==> config.mk <==
export PLATFORM = sky130hd
export DESIGN_NAME = tri_raster_scan_ctrl
export DESIGN_NICKNAME = d
export VERILOG_FILES = /design/src/rtl/gfx_pkg.sv /design/src/rtl/raster_bbox.sv /design/src/rtl/tri_raster_scan_ctrl.sv
export SDC_FILE = /design/constraint.sdc
export NUM_CORES = 2
export LEC_CHECK = 0
export CORE_AREA = 2 2 320 322
export CTS_BUF_LIST = sky130_fd_sc_hd__clkbuf_4 sky130_fd_sc_hd__clkbuf_8
export DETAILED_ROUTE_END_ITERATION = 16
export DIE_AREA = 0 0 322 324
export GPL_TIMING_DRIVEN = 0
export PLACE_DENSITY = 0.61
export SLEW_MARGIN = 10
export SYNTH_ARGS = -nofsm -noshare
export SYNTH_HDL_FRONTEND = slang
export SYNTH_SLANG_ARGS = --single-unit
==> constraint.sdc <==
create_clock -name clk -period 9.05 [get_ports clk]
set_clock_uncertainty 0.15 [all_clocks]
set_input_delay 1.81 -clock clk [delete_from_list [all_inputs] [get_ports clk]]
set_output_delay 1.81 -clock clk [all_outputs]
set_load 0.01 [all_outputs]
==> src/rtl/gfx_pkg.sv <==
// Shared graphics types: integer points/triangles, screen defaults and the
// raster controller state encoding.
package gfx_pkg;

  localparam int SCREEN_W_DEF = 640;
  localparam int SCREEN_H_DEF = 480;
  // Fraction bits of the reciprocal and of the barycentric weights.
  localparam int FRAC_BITS    = 16;

  typedef struct packed {
    logic signed [31:0] x;
    logic signed [31:0] y;
  } int_point;

  typedef struct packed {
    int_point a;
    int_point b;
    int_point c;
  } int_triangle;

  typedef enum logic [2:0] {
    ST_IDLE,
    ST_SETUP,
    ST_RECIP,
    ST_SCAN,
    ST_DRAIN
  } raster_state_e;

  function automatic logic signed [31:0] smin3(input logic signed [31:0] p,
                                               input logic signed [31:0] q,
                                               input logic signed [31:0] r);
    logic signed [31:0] m;
    m = (p < q) ? p : q;
    return (m < r) ? m : r;
  endfunction

  function automatic logic signed [31:0] smax3(input logic signed [31:0] p,
                                               input logic signed [31:0] q,
                                               input logic signed [31:0] r);
    logic signed [31:0] m;
    m = (p > q) ? p : q;
    return (m > r) ? m : r;
  endfunction

endpackage

==> src/rtl/raster_bbox.sv <==
// Triangle bounding box clipped to the screen. Purely combinational.
// A box that lies fully off-screen comes out with min > max and empty_o set.
module raster_bbox
  import gfx_pkg::*;
#(
  parameter int SCREEN_W = SCREEN_W_DEF,
  parameter int SCREEN_H = SCREEN_H_DEF
) (
  input  int_triangle        tri_i,
  output logic signed [31:0] min_x_o,
  output logic signed [31:0] max_x_o,
  output logic signed [31:0] min_y_o,
  output logic signed [31:0] max_y_o,
  output logic               empty_o
);

  localparam logic signed [31:0] XMAX = 32'(SCREEN_W - 1);
  localparam logic signed [31:0] YMAX = 32'(SCREEN_H - 1);

  logic signed [31:0] lo_x, hi_x, lo_y, hi_y;

  // Raw extents, then clamp low side to 0 and high side to the last pixel.
  always_comb begin
    lo_x    = smin3(tri_i.a.x, tri_i.b.x, tri_i.c.x);
    hi_x    = smax3(tri_i.a.x, tri_i.b.x, tri_i.c.x);
    lo_y    = smin3(tri_i.a.y, tri_i.b.y, tri_i.c.y);
    hi_y    = smax3(tri_i.a.y, tri_i.b.y, tri_i.c.y);
    min_x_o = (lo_x < 32'sd0) ? 32'sd0 : lo_x;
    max_x_o = (hi_x > XMAX)   ? XMAX   : hi_x;
    min_y_o = (lo_y < 32'sd0) ? 32'sd0 : lo_y;
    max_y_o = (hi_y > YMAX)   ? YMAX   : hi_y;
    empty_o = (min_x_o > max_x_o) || (min_y_o > max_y_o);
  end

endmodule

==> src/rtl/tri_raster_scan_ctrl.sv <==
// Per-triangle raster sequencer: accepts a triangle, clips its box, fetches
// 1/area and walks the box one point per cycle, emitting covered fragments
// through a single output register. Weights are Q(FRAC_BITS) and pass through.
module tri_raster_scan_ctrl
  import gfx_pkg::*;
#(
  parameter int SCREEN_W = SCREEN_W_DEF,
  parameter int SCREEN_H = SCREEN_H_DEF
) (
  input  logic        clk,
  input  logic        rst_n,
  input  logic        tri_valid_i,
  output logic        tri_ready_o,
  input  int_triangle tri_i,
  output int_triangle calc_tri_o,
  output int_point    calc_point_o,
  output logic [31:0] calc_inv_o,
  input  logic [31:0] calc_edge_fn_i,
  input  logic [31:0] calc_wa_i,
  input  logic [31:0] calc_wb_i,
  input  logic [31:0] calc_wc_i,
  output logic        recip_req_o,
  output logic [31:0] recip_den_o,
  input  logic        recip_ack_i,
  input  logic [31:0] recip_result_i,
  output logic        frag_valid_o,
  input  logic        frag_ready_i,
  output logic [15:0] frag_x_o,
  output logic [15:0] frag_y_o,
  output logic [31:0] frag_wa_o,
  output logic [31:0] frag_wb_o,
  output logic [31:0] frag_wc_o,
  output logic        busy_o,
  output logic        tri_done_o
);

  raster_state_e      state_q;
  int_triangle        tri_q;
  int_point           point_q, pt_nx_d;
  logic [31:0]        inv_q, area_q;
  logic signed [31:0] min_x_q, max_x_q, min_y_q, max_y_q;
  logic               req_q, fv_q, busy_q, done_q, rdy_q;
  logic [15:0]        fx_q, fy_q;
  logic [31:0]        fwa_q, fwb_q, fwc_q;

  logic signed [31:0] bb_min_x, bb_max_x, bb_min_y, bb_max_y;
  logic               bb_empty;
  logic               adv, covered, last_pt;

  raster_bbox #(.SCREEN_W(SCREEN_W), .SCREEN_H(SCREEN_H)) u_bbox (
    .tri_i   (tri_q),
    .min_x_o (bb_min_x),
    .max_x_o (bb_max_x),
    .min_y_o (bb_min_y),
    .max_y_o (bb_max_y),
    .empty_o (bb_empty)
  );

  // Output slot is free, or its fragment is being taken this cycle.
  assign adv     = !fv_q || frag_ready_i;
  // Sign bits clear on all three weights; zero weights (edges) count as inside.
  assign covered = !(calc_wa_i[31] || calc_wb_i[31] || calc_wc_i[31]);
  assign last_pt = (point_q.x == max_x_q) && (point_q.y == max_y_q);

  // Row-major successor of the current scan point.
  always_comb begin
    pt_nx_d = point_q;
    if (point_q.x == max_x_q) begin
      pt_nx_d.x = min_x_q;
      pt_nx_d.y = point_q.y + 32'sd1;
    end else begin
      pt_nx_d.x = point_q.x + 32'sd1;
    end
  end

  // Controller FSM with all outputs registered.
  always_ff @(posedge clk or negedge rst_n) begin
    if (!rst_n) begin
      state_q <= ST_IDLE;
      tri_q   <= '0;
      point_q <= '0;
      inv_q   <= '0;
      area_q  <= '0;
      min_x_q <= '0;
      max_x_q <= '0;
      min_y_q <= '0;
      max_y_q <= '0;
      req_q   <= 1'b0;
      fv_q    <= 1'b0;
      fx_q    <= '0;
      fy_q    <= '0;
      fwa_q   <= '0;
      fwb_q   <= '0;
      fwc_q   <= '0;
      busy_q  <= 1'b0;
      done_q  <= 1'b0;
      rdy_q   <= 1'b0;
    end else begin
      done_q <= 1'b0;
      case (state_q)
        ST_IDLE: begin
          rdy_q <= 1'b1;
          if (tri_valid_i && rdy_q) begin
            tri_q   <= tri_i;
            rdy_q   <= 1'b0;
            busy_q  <= 1'b1;
            state_q <= ST_SETUP;
          end
        end
        ST_SETUP: begin
          area_q  <= calc_edge_fn_i;
          min_x_q <= bb_min_x;
          max_x_q <= bb_max_x;
          min_y_q <= bb_min_y;
          max_y_q <= bb_max_y;
          // Degenerate or fully off-screen: nothing to fetch or scan.
          if (calc_edge_fn_i == 32'd0 || bb_empty) begin
            state_q <= ST_DRAIN;
          end else begin
            req_q   <= 1'b1;
            state_q <= ST_RECIP;
          end
        end
        ST_RECIP: begin
          if (recip_ack_i) begin
            inv_q     <= recip_result_i;
            req_q     <= 1'b0;
            point_q.x <= min_x_q;
            point_q.y <= min_y_q;
            state_q   <= ST_SCAN;
          end
        end
        ST_SCAN: begin
          if (adv) begin
            fv_q  <= covered;
            fx_q  <= covered ? point_q.x[15:0] : 16'd0;
            fy_q  <= covered ? point_q.y[15:0] : 16'd0;
            fwa_q <= covered ? calc_wa_i : 32'd0;
            fwb_q <= covered ? calc_wb_i : 32'd0;
            fwc_q <= covered ? calc_wc_i : 32'd0;
            if (last_pt) state_q <= ST_DRAIN;
            else         point_q <= pt_nx_d;
          end
        end
        ST_DRAIN: begin
          if (adv) begin
            fv_q    <= 1'b0;
            done_q  <= 1'b1;
            busy_q  <= 1'b0;
            rdy_q   <= 1'b1;
            state_q <= ST_IDLE;
          end
        end
        default: state_q <= ST_IDLE;
      endcase
    end
  end

  assign tri_ready_o  = rdy_q;
  assign calc_tri_o   = tri_q;
  assign calc_point_o = point_q;
  assign calc_inv_o   = inv_q;
  assign recip_req_o  = req_q;
  assign recip_den_o  = area_q;
  assign frag_valid_o = fv_q;
  assign frag_x_o     = fx_q;
  assign frag_y_o     = fy_q;
  assign frag_wa_o    = fwa_q;
  assign frag_wb_o    = fwb_q;
  assign frag_wc_o    = fwc_q;
  assign busy_o       = busy_q;
  assign tri_done_o   = done_q;

endmodule

# Yosys cells after proc, flatten, opt, wreduce, memory -nomap -nowiden

Cells that the tools add are included.
Widths: inputs -> output; s select.

Equal/unequal tests: 14
Magnitude comparators: 14
$add $sub $neg: 2
Muxes and demuxes: 43
Reduce and logical (&&, ||, !) cells: 25

Operator list:

| kind                  | count |
|---|---|
| $mux 32               | 17 |
| $gt 32x32->1          | 6 |
| $mux 64               | 3 |
| $lt 32x32->1          | 4 |
| $pmux 64 s2           | 1 |
| $add 32x2->32 const B | 2 |
| $eq 32x32->1          | 2 |
| $lt 32x1->1 const B   | 2 |
| $gt 32x10->1 const B  | 1 |
| $gt 32x11->1 const B  | 1 |
| $logic_not 32->1      | 1 |
| $mux 16               | 2 |
| $mux 3                | 6 |
| $ne 2x2->1 const B    | 8 |
| $pmux 3 s5            | 1 |
| $reduce_and 5->1      | 2 |
| $mux 1                | 9 |
| $reduce_and 3->1      | 3 |
| $pmux 1 s2            | 4 |
| $reduce_and 2->1      | 4 |
| $reduce_bool 2->1     | 4 |
| $eq 3x2->1 const B    | 2 |
| $logic_or 1x1->1      | 5 |
| $reduce_and 4->1      | 1 |
| other kinds (5)       | 7 |

Output and inout port bits: 453
Flip-flop bits (word level): 584
Word-level logic and storage cells: 123

# Logic depth before layout (Yosys ltp)

Depth after elaboration: 11
Depth in mapped cells: 35

# By module

A second synthesis with hierarchy kept.

Cell total of the unflattened synthesis: 3687
Area total of the unflattened synthesis: 34839.7 sq um

Modules (own cells, without submodules):

| module               | area each (sq um) | cells each | times used |
|---|---|---|---|
| tri_raster_scan_ctrl | 24020.5           | 2164       | 1 |
| raster_bbox          | 10819.1           | 1523       | 1 |

# Worst setup path after synthesis

OpenSTA, ideal clock, no wires.

Path type: register -> register
Start: register tri_q, in the netlist calc_tri_o[94]
End: register state_q[1]
Arrival time: 6.957 ns
Setup slack: 1.876 ns
Clock period less this slack: 7.174 ns
Required time: 8.833 ns
Stages on the path, launching flop included: 35
Cells stage by stage: dfrtp_1 -> inv_1 -> ha_1 -> a21oi_1 -> nand2_1 -> a221o_1 -> o21a_1 -> a211oi_2 -> clkbuf_1 -> buf_1 -> nor2_1 -> a21oi_1 -> inv_1 -> ha_1 -> nand3_1 -> nor3_1 -> nand4_1 -> or2_2 -> a21oi_1 -> a31oi_1 -> o21ai_2 -> buf_2 -> buf_1 -> a211oi_1 -> ha_1 -> a21o_1 -> a21o_1 -> a211oi_1 -> o21ai_0 -> nor3_1 -> o221ai_1 -> a21oi_1 -> nor4bb_1 -> nand3_1 -> nand2_1

Cells in the longest elaborated chain, start to end: 11
Elaborated cells on any way between the ends: 17
Those cells by class: order compare (7); mux (8); reduce/logical (2)

RTL lines:

| what                     | RTL line                    | text |
|---|---|---|
| start: declaration       | tri_raster_scan_ctrl.sv:38  | `int_triangle tri_q;` |
| start signal: assignment | tri_raster_scan_ctrl.sv:104 | `tri_q <= tri_i;` |
| $lt 32x32->1             | gfx_pkg.sv:33               | `m = (p < q) ? p : q;` |
| $mux 32 *                | gfx_pkg.sv:33               |  |
| $lt 32x32->1             | gfx_pkg.sv:34               | `return (m < r) ? m : r;` |
| $mux 32 *                | gfx_pkg.sv:34               |  |
| $lt 32x1->1              | raster_bbox.sv:30           | `min_y_o = (lo_y < 32'sd0) ? 32'sd0 : lo_y;` |
| $mux 32 *                | raster_bbox.sv:30           |  |
| via bb_min_y[9]          | tri_raster_scan_ctrl.sv:46  | `logic signed [31:0] bb_min_x, bb_max_x, bb_min_y, bb_max_y;` |
| $gt 32x32->1 *           | raster_bbox.sv:32           | `empty_o = (min_x_o > max_x_o) \|\| (min_y_o > max_y_o);` |
| $logic_or 1x1->1 *       | raster_bbox.sv:32           |  |
| $logic_or 1x1->1 *       | tri_raster_scan_ctrl.sv:117 | `if (calc_edge_fn_i == 32'd0 \|\| bb_empty) begin` |
| $mux 3 *                 | tri_raster_scan_ctrl.sv:117 |  |
| $pmux 3 s5 *             | tri_raster_scan_ctrl.sv:100 | `case (state_q)` |
| end signal: assignment   | tri_raster_scan_ctrl.sv:107 | `state_q <= ST_SETUP;` |
| end signal: assignment   | tri_raster_scan_ctrl.sv:118 | `state_q <= ST_DRAIN;` |
| end signal: assignment   | tri_raster_scan_ctrl.sv:121 | `state_q <= ST_RECIP;` |
| end: declaration         | tri_raster_scan_ctrl.sv:37  | `raster_state_e state_q;` |

Mark *: on every way through the listed nets, which the timed path passes. The rest lies on a longest branch.
A chain may end at the register's enable or synchronous reset.

# Worst setup path after layout

Start: register tri_q, in the netlist calc_tri_o[79]
End: register state_q[1]

Same word-level chain as after synthesis.

==> flow_summary.toml <==
[drt]
wl_per_cell_um = 26.7
vias_per_cell = 5.53
vias = 33000
antenna_left = 0
wl_mm = 160
dr.first_iter.drc_count = 2874
drc = 0
dr.pass1.iters = 7

[synth]
synthArstFlopShare_pct = 100
syn_area_sq_um = 33700
synth.most_common_cell = "dfrtp_1"
synth.top_cell.area_share_pct = 43.3
ys_top_cells_by_count = "dfrtp_1, nand2_1, o21ai_0"
yosysTopAreaCell = "dfrtp_1"
synth_fp_nets = 4243
synth_area_leaders = "dfrtp_1, ha_1, nand2_1"
synthCells = 3632
avgSynthCellArea_sq_um = 9.27
synth_ff_type = "dfrtp_1"
seq_area_frac_synth_pct = 43.3
synth_cell_types = 76
ys_warn_count = 0
synth_edf_count = 0
ys_ff_latch = 582

[run]
drv_cap = 0

[final_layout]
area_growth_pct = 37.5
drive_above_1_share_pct = 11.0
final_util_pct = 45.8
fin_cells = 5972
nNetsFinal = 5176

[cts]
numCtsBuffers = 109
cts_htree_levels = 3
postCtsHoldBufs = 0
cts_buffer_depth = 3
cts-root-buf = "clkbuf_8"
cts.reportedPaths.clkPinSlew_ns = 0.06
cts_sinks = 582
clk_latency_ns = 0.82
tritoncts = "built"

[die]
core_sq_um = 101000
ios = 810
die_y_um = 324
rows = 117
initial_core_util_pct = 33.3
fp.dieArea_sq_um = 104000
die_w_um = 322

[worst_setup_path]
crit_type = "reg -> reg"
startpoint_type = "flop"
worstPathMaxFanout = 10
cp-end-kind = "flop"
ff2ff_path_depth = 34
cp_common_cell = "a21oi_1"
cp.arrival_ns = 9.27
slowest_delay_ns = 0.57
cp.required_ns = 9.66
slowest_stage = "a21oi_1"

[worst_hold_path]
min_path_type = "reg -> reg"
hold_depth = 2

[timing]
tns_ns = 0
setup_violations = 0
tightest_slew_ns = 1.15
finalWorstSetupSlack_ns = 0.389
period_share_pct = 95.7
hold_violations = 0
min_period_ns = 8.66
max_slew_margin_pct = 23.2
max_freq_ghz = 0.115
slew_violations = 0

[global_route]
grt_usage_pct = 29.6
grt_pass1_vias = 32200
grt_pass1_wl_mm = 226
antenna_found_initial = 12
grt_max_degree = 101
globalRouteOverflowTotal = 0

[place]
placement.io_buffers = 809
gp_congestion = 0.983
dpl.hpwl_mm = 128
dp_slack_ns = -0.736
dp.cells = 5756

[outcome]
status = "finished clean"
==> worst paths after layout <==
check | start | endpoint | slack, ns
max in group asynchronous | rst_n | calc_inv_o[22]$_DFFE_PN0P_ | 5.79
worst max-delay path | calc_tri_o[79]$_DFFE_PN0P_ | state_q[1]$_DFFE_PN0P_ | 0.39
worst min-delay path | calc_inv_o[16]$_DFFE_PN0P_ | calc_inv_o[16]$_DFFE_PN0P_ | 0.32
min in group asynchronous | rst_n | calc_tri_o[84]$_DFFE_PN0P_ | 0.91
worst min register to register | calc_inv_o[16]$_DFFE_PN0P_ | calc_inv_o[16]$_DFFE_PN0P_ | 0.32
worst max register to register | calc_tri_o[79]$_DFFE_PN0P_ | state_q[1]$_DFFE_PN0P_ | 0.39
==> state kept, by name, indices dropped and copies added (netlist names), 31 cells and up <==
name          count
frag_wb_o        32
max_y_q          32
recip_den_o      32
calc_point_o     64
calc_inv_o       32
frag_wc_o        32
max_x_q          32
calc_tri_o      192
min_y_q          31
frag_wa_o        32
min_x_q          31
==> per-stage QoR <==
stage | instance area (sq um) | hold WS [ns]
floorplan | 33700 | 0.293
global placement | 43400 | 0.309
detailed placement | 43600 | 0.311
CTS | 46100 | 0.325
global route | 46300 | 0.350
finish | 46300 | 0.323
==> per-layer routing <==
metal  vias to the layer above  part of all wire (%)  GRT usage, %
li1                      14900                     -             -
met1                     16200                    41          37.3
met2                      1548                    47          49.2
met3                       310                   7.4          6.12
met4                        10                   4.4          12.4
met5                         -                 0.036             0
==> layout by cell type, fill, tap and decap left out, types with 11 or more instances in the layout <==
cell             instances
and3_1                  11
nor2_1                 187
nor4_1                  55
mux2i_1                 12
a21oi_1                214
o21ai_0                352
buf_4                   11
nand4_1                 85
nand3_1                 61
o31ai_1                 12
buf_1                   20
clkbuf_8               145
and2_1                  38
o22ai_1                 26
clkbuf_4                32
a21o_1                  55
and4_1                  13
buf_2                   23
a21oi_2                 12
a22o_1                 138
inv_1                  171
mux2_4                  11
a22oi_1                 29
nor3_1                  24
clkdlybuf4s50_1        808
nor2b_1                 53
mux2_2                 174
nand2_1                581
a31oi_1                 17
xor2_1                  32
o21ai_1                 12
xnor2_1                 33
a31o_2                  27
clkinv_2                11
or2_2                   12
dfrtp_1                582
a211oi_1                26
ha_1                   254
clkbuf_1               148
==> area by class of cell <==
class,count,area [sq um]
multi-input combinational,2677,17800
clock inverter,23,307
clock buffer,177,2240
sequential,582,14600
inverter,171,642
timing repair buffer,822,8300
fill,9726,54700
tap,1309,1640
buffer,202,827
antenna,9,22.5
==> worst max-delay path: cells and delay by family, from the launching register on <==
kind / cells / cell delay, ns
simple gates: 12 / 2.54
flops: 1 / 0.54
buf+inv: 6 / 1.37
compound gates: 13 / 3.06
fa+ha+maj: 3 / 0.96
==> kinds of logic after synthesis <==
kind of cell	count (synthesis)	share of synthesized area, %
AO/OA/AOI/OAI	998	18.7
multiplexers	197	6.67
adder cells (fa/ha/maj)	254	9.44
buffers and inverters	373	4.34
XOR/XNOR	66	1.74
flip-flops	582	43.3
AND/OR/NAND/NOR	1162	15.9
==> timing repair <==
action,CTS,global route
setup endpoints to repair,3,3
pin swaps,0,3
setup buffers,0,7
gates resized for setup,11,21
Power is left out: the tool's default activity adds up to more than one toggle a clock period on the data nets, which glitch-free logic cannot reach.
